[config.mk]
export PLATFORM = sky130hd
export DESIGN_NAME = fetch_unit
export DESIGN_NICKNAME = d
export VERILOG_FILES = /design/src/rtl/risc_pkg.sv /design/src/rtl/fetch_unit.sv
export SDC_FILE = /design/constraint.sdc
export NUM_CORES = 1
export LEC_CHECK = 0
export ABC_AREA = 1
export CORE_MARGIN = 2
export CORE_UTILIZATION = 38
export CTS_CLUSTER_SIZE = 30
export DETAILED_ROUTE_END_ITERATION = 16
export GPL_TIMING_DRIVEN = 0
export PLACE_DENSITY_LB_ADDON = 0.05
export SYNTH_ARGS = -nofsm -noshare
export SYNTH_HDL_FRONTEND = slang
export SYNTH_SLANG_ARGS = --single-unit
[constraint.sdc]
create_clock -name clk -period 1.15 [get_ports clk]
set_input_delay 0.115 -clock clk [delete_from_list [all_inputs] [get_ports clk]]
set_output_delay 0.115 -clock clk [all_outputs]
set_load 0.01 [all_outputs]
[src/rtl/risc_pkg.sv]
// Shared definitions for the fetch stage: FSM state encoding and fetch geometry.
// Imported by the fetch unit and available to any later pipeline stages.
package risc_pkg;

    localparam int DEFAULT_ADDR_W = 32;
    localparam int DEFAULT_DATA_W = 32;
    localparam int INSTR_BYTES    = 4;
    localparam int ALIGN_BITS     = $clog2(INSTR_BYTES);

    typedef enum logic [1:0] {
        IDLE  = 2'd0,
        REQ   = 2'd1,
        HOLD  = 2'd2,
        FAULT = 2'd3
    } fetch_state_e;

endpackage

[src/rtl/fetch_unit.sv]
// Instruction fetch stage: one outstanding memory request at a time, holds the
// returned word for decode and pulses pc_adv on acceptance; branches squash fetches.
module fetch_unit
    import risc_pkg::*;
#(
    parameter int ADDR_W = risc_pkg::DEFAULT_ADDR_W,
    parameter int DATA_W = risc_pkg::DEFAULT_DATA_W
) (
    input  logic              clk,
    input  logic              rst,
    input  logic [ADDR_W-1:0] pc,
    input  logic              Branch,
    output logic              pc_adv,
    output logic              mem_req,
    output logic [ADDR_W-1:0] mem_addr,
    input  logic              mem_ack,
    input  logic [DATA_W-1:0] mem_rdata,
    output logic              instr_valid,
    input  logic              instr_ready,
    output logic [DATA_W-1:0] instr,
    output logic [ADDR_W-1:0] instr_pc,
    output logic              fetch_fault
);

    fetch_state_e      state_q, state_d;
    logic              squash_q, squash_d;
    logic [ADDR_W-1:0] addr_q, addr_d;
    logic [DATA_W-1:0] instr_q, instr_d;
    logic [ADDR_W-1:0] ipc_q, ipc_d;
    logic              misaligned;

    assign misaligned = (pc[ALIGN_BITS-1:0] != '0);

    always_ff @(posedge clk) begin
        if (!rst) begin
            state_q  <= IDLE;
            squash_q <= 1'b0;
            addr_q   <= '0;
            instr_q  <= '0;
            ipc_q    <= '0;
        end else begin
            state_q  <= state_d;
            squash_q <= squash_d;
            addr_q   <= addr_d;
            instr_q  <= instr_d;
            ipc_q    <= ipc_d;
        end
    end

    always_comb begin
        state_d  = state_q;
        squash_d = squash_q;
        addr_d   = addr_q;
        instr_d  = instr_q;
        ipc_d    = ipc_q;
        unique case (state_q)
            IDLE: begin
                // During a Branch pulse pc is not yet the target, so wait a cycle to latch it.
                if (!Branch) begin
                    addr_d  = pc;
                    state_d = misaligned ? FAULT : REQ;
                end
            end
            REQ: begin
                if (mem_ack) begin
                    squash_d = 1'b0;
                    if (Branch) begin
                        state_d = IDLE;
                    end else if (squash_q) begin
                        addr_d  = pc;
                        state_d = misaligned ? FAULT : REQ;
                    end else begin
                        instr_d = mem_rdata;
                        ipc_d   = addr_q;
                        state_d = HOLD;
                    end
                end else if (Branch) begin
                    squash_d = 1'b1;
                end
            end
            HOLD: begin
                if (Branch || instr_ready) begin
                    state_d = IDLE;
                end
            end
            FAULT: begin
                if (Branch) begin
                    state_d = IDLE;
                end
            end
            default: state_d = IDLE;
        endcase
    end

    assign mem_req     = (state_q == REQ);
    assign mem_addr    = addr_q;
    assign instr_valid = (state_q == HOLD);
    assign instr       = instr_q;
    assign instr_pc    = ipc_q;
    assign fetch_fault = (state_q == FAULT);
    assign pc_adv      = (state_q == HOLD) && instr_ready && !Branch;

endmodule
# == Yosys cells after proc, flatten, opt, wreduce, memory -nomap -nowiden ==
# Cells that the tools add are included.
# classes
addsub,0
multipliers,0
n_div,0
magnitude_cmp,0
n_eq_ne,9
shift,0
mux,15
bitwise_logic,2
reduce_logical,12
# ops
operator,n
32-bit 2-to-1 mux,4
32-bit case mux with 2 select lines,1
2-bit 2-to-1 mux,7
2-bit case mux with 4 select lines,1
4-bit AND reduction,2
2-bit by 1-bit != test with 1-bit output (second input constant),3
2-bit != test (second input constant),3
2-bit nonzero test,3
5-bit AND reduction,1
2-bit == test (second input constant),2
2-bit by 1-bit == test with 1-bit output (second input constant),1
1-bit logical AND,2
2-bit logical NOT,1
1-bit 2-to-1 mux,2
1-bit inverter,2
2-bit AND reduction,1
1-bit logical NOT,1
1-bit logical OR,1
# totals
regBits,99
latchBits,0
mem_bits_rw,0
mem_bits_ro,0
inputBits,69
output_inout_bits,100
wordCells,43
memories,0

# == Logic depth before layout (Yosys ltp) ==
# depth
word_depth,6
mapped_depth,8
ltp_nobuf,7

# == Least setup slack after synthesis ==
# No wires, ideal clock.
# synth_path
path_type,register to register
from,register state_q[0]
to,"register ipc_q[10], in the netlist instr_pc[10]"
setup_time_ps,113
arrival_ps,1164
required_ps,1037
setup_slack_ps,-127
path_stages_with_launch,8
path_buffers,2
period_less_slack_ps,1277
cell_sequence,dfxtp_1 -> inv_2 -> nor2_4 -> nand3_2 -> buf_6 -> buf_6 -> o21ai_1 -> nor2_1
# synth_between
elab_chain_len,2
# synth_rtl
element,line,rtl
start: declaration,fetch_unit.sv:25,"fetch_state_e state_q, state_d;"
start signal: assignment,fetch_unit.sv:42,state_q <= state_d;
2-bit by 1-bit == test with 1-bit output,n/a,
net mem_req,fetch_unit.sv:14,"output logic mem_req,"
4-bit AND reduction (no line),n/a,
end signal: assignment,fetch_unit.sv:46,ipc_q <= ipc_d;
end: declaration,fetch_unit.sv:29,"logic [ADDR_W-1:0] ipc_q, ipc_d;"
# The timed path passes the listed nets, and every way through them passes these cells.
# A chain may end at the register's enable or synchronous reset.

# == Worst setup path after layout ==
# layout_path
from,register state_q[0]
to,"register instr_q[4], in the netlist instr[4]"
# layout_between
elab_chain_len,2
# layout_rtl
element,line,rtl
2-bit by 1-bit == test with 1-bit output,fetch_unit.sv:56,unique case (state_q)
4-bit AND reduction (no line),n/a,
end signal: assignment,fetch_unit.sv:45,instr_q <= instr_d;
end: declaration,fetch_unit.sv:28,"logic [DATA_W-1:0] instr_q, instr_d;"
# Every way passes these cells.

==> impl_metrics.py <==
metrics = {
    "run_status": {
        "status": "complete, but fails checks",
        "violations": "negative setup slack",
    },
    "die": {
        "die_w_um": 105,
        "start_util": 0.394,
        "die_h_um": 105,
        "rows": 36,
        "dieArea_mm2": 0.0110,
        "core_mm2": 0.00982,
        "io_pins": 169,
    },
    "final_layout": {
        "final-seq-area_mm2": 0.00201,
        "multi_input_area_mm2": 0.00185,
        "final_nets": 777,
        "fill_cells": 886,
        "final_util": 0.667,
        "diodes": 0,
        "area_delta_synth_final_pct": 69.0,
        "drive_above_1_share": 0.227,
    },
    "global_route": {
        "grt_pass1_wl_um": 19500,
        "grt_pass1_vias": 3899,
        "grt_max_degree": 17,
        "gr-usage-all-layers": 0.221,
        "antenna_found_initial": 0,
        "grt_overflow_total": 0,
    },
    "clock_tree": {
        "cts_tree": "done",
        "clk_pin_slew_ns": 0.10,
        "cts_buffers": 9,
        "cts.htree.levels": 3,
        "cts_buffer_depth": 2,
        "clock_sinks": 99,
        "cts_hold_buf": 0,
        "clk_latency_ns": 0.36,
        "root_buffer": "clkbuf_8",
    },
    "detailed_routing": {
        "detail_route.wl_per_cell_um": 15.5,
        "wirelength_um": 13100,
        "viasPerCell": 4.83,
        "drc": 0,
        "vias": 4085,
        "ant_nets": 0,
        "drtIter0Drc": 118,
        "dr.pass1.iters": 4,
    },
    "logic_synthesis": {
        "synthTopCellsByArea": "dfxtp_1, nor2_1, o21ai_1",
        "yosys.cell_count.top_type": "nor2_1",
        "synth-async-reset-ratio": 0,
        "yosys_warnings": 0,
        "synth-seq-cells": 99,
        "synth_seq_area_share": 0.512,
        "postSynthAreaPerCell_um2": 7.81,
        "syn_nets": 565,
        "yosysUniqueCellTypes": 22,
        "synth-main-ff-cell": "dfxtp_1",
        "netlist_top_cells_count": "nor2_1, dfxtp_1, o21ai_1",
        "syn_inst": 496,
        "synth_edf_count": 0,
        "synth_top_area_frac": 0.512,
        "synth.largest_area_cell": "dfxtp_1",
        "syn_area_mm2": 0.00387,
    },
    "pwr": {
        "leakagePower_uw": 0.00292,
        "total_power_uw": 12700,
        "ir_drop_v": 0.00105,
        "powerDensity_mw_per_mm2": 1950,
    },
    "worst_setup_path": {
        "path_depth": 8,
        "cp-end-kind": "flip-flop",
        "cpPeakStageDelay_ns": 0.38,
        "crit_arrival_ns": 1.69,
        "cp_common_cell": "buf_12",
        "crit_type": "reg -> reg",
        "crit_family": "buffers and inverters",
        "reg2regPathDepth": 8,
        "cp_slowest_cell": "dfxtp_4",
        "crit_chain": "inv_4 > nor2_4 > nand3_4 > buf_12 > buf_12 > buf_8 > o21ai_1 > nor2_1",
        "crit_path_start_kind": "flip-flop",
        "cp_max_fo": 10,
        "required_ns": 1.41,
        "crit_buf_inv": 4,
    },
    "placement": {
        "post-dp-hpwl_um": 8140,
        "portBuffers": 166,
        "preCtsSetupSlack_ns": -0.662,
        "place_congestion": 0.877,
    },
    "timing": {
        "relSlewSlack": 0.569,
        "period_minus_slack_ns": 1.43,
        "rsz0062_at_grt": "yes",
        "drv_slew": 0,
        "setup_ws_ns": -0.276,
        "worstMarginPinSlew_ns": 0.647,
        "finalHoldViolations": 0,
        "period_share": 1.24,
        "finalSetupViolCount": 103,
        "hold_slack_ns": 0.307,
        "worst_clock_skew_ns": 0.0125,
        "fmax_mhz": 701,
    },
    "job": {
        "cap_viol_max_count": 0,
    },
    "hold_path": {
        "min_path_type": "in -> reg",
        "hold_depth": 4,
    },
}
[sequential cells by signal, summed over array words and instances (netlist names)]
signal and cells:
instr 32, instr_pc 32, mem_addr 32, state_q 2
squash_q 1
[path summary, 6_finish.rpt]
path	from	slack (ns)	endpoint
max	state_q[0]	-0.28	instr[4]
max reg2reg	state_q[0]	-0.28	instr[4]
min	Branch	0.31	squash_q
min reg2reg	instr_pc[10]	0.47	instr_pc[10]
[placed cells by master (no fill, tap or decap), types with 17 or more instances in the layout]
| master | count |
|---|---|
| buf_6 | 27 |
| dfxtp_1 | 79 |
| o21ai_1 | 31 |
| nand3b_1 | 32 |
| dfxtp_2 | 17 |
| clkdlybuf4s15_1 | 26 |
| nor2_1 | 167 |
| a21oi_1 | 31 |
| clkdlybuf4s50_1 | 66 |
| o21ai_2 | 33 |
| nand2_1 | 40 |
| dlygate4sd2_1 | 61 |
[area by class of cell]
| cell class | count | share of cell area |
|---|---|---|
| Inverter | 6 | 0.00574 |
| Buffer | 36 | 0.0535 |
| Clock buffer | 11 | 0.0231 |
| Clock inverter | 5 | 0.00937 |
| Timing Repair inverter | 1 | 0.00134 |
| Tap cell | 133 | 0.0254 |
| Timing Repair Buffer | 198 | 0.292 |
| Sequential cell | 99 | 0.308 |
| Multi-Input combinational cell | 357 | 0.282 |
[kinds of logic (layout without fill, tap and decap cells)]
| logic type | after synthesis | after routing | share of synthesized area |
|---|---|---|---|
| compound gates | 101 | 103 | 0.133 |
| buf+inv | 43 | 257 | 0.0736 |
| flops | 99 | 99 | 0.512 |
| simple gates | 253 | 254 | 0.282 |
[worst reg2reg max path: cells and delay by family (launching register included)]
kind	cells	cell delay, ns
AND/OR/NAND/NOR	3	0.36
flip-flops	1	0.38
AO/OA/AOI/OAI	1	0.12
buffers and inverters	4	0.48
[what timing repair did]
item / in CTS / in global routing
gates cloned: 6 / 11
resized for setup: 198 / 86
pin swaps: 14 / 17
setup buffers: 17 / 6
endpoints found under the setup margin: 196 / 141
[report_power, final]
group / internal (uW) / switching, uW
clock: 1130 / 1210
combinational: 2800 / 2840
sequential: 4210 / 545
[stage by stage]
| stage | area [um2] | std cells | TNS (ns) |
|---|---|---|---|
| floorplan | 3870 | 496 | -6.99 |
| global placement | 5700 | 795 | -33.95 |
| detailed placement | 5700 | 795 | -35.46 |
| CTS | 6260 | 833 | -16.34 |
| global route | 6550 | 846 | -29.08 |
| finish | 6550 | 846 | -21.21 |
[layer usage]
| layer | track usage | share of wire |
|---|---|---|
| met1 | 0.276 | 0.43 |
| met2 | 0.385 | 0.51 |
| met3 | 0.0399 | 0.045 |
| met4 | 0.0724 | 0.020 |
| met5 | 0 | 0 |
No activity file was read; power rests on OpenSTA's default activity.
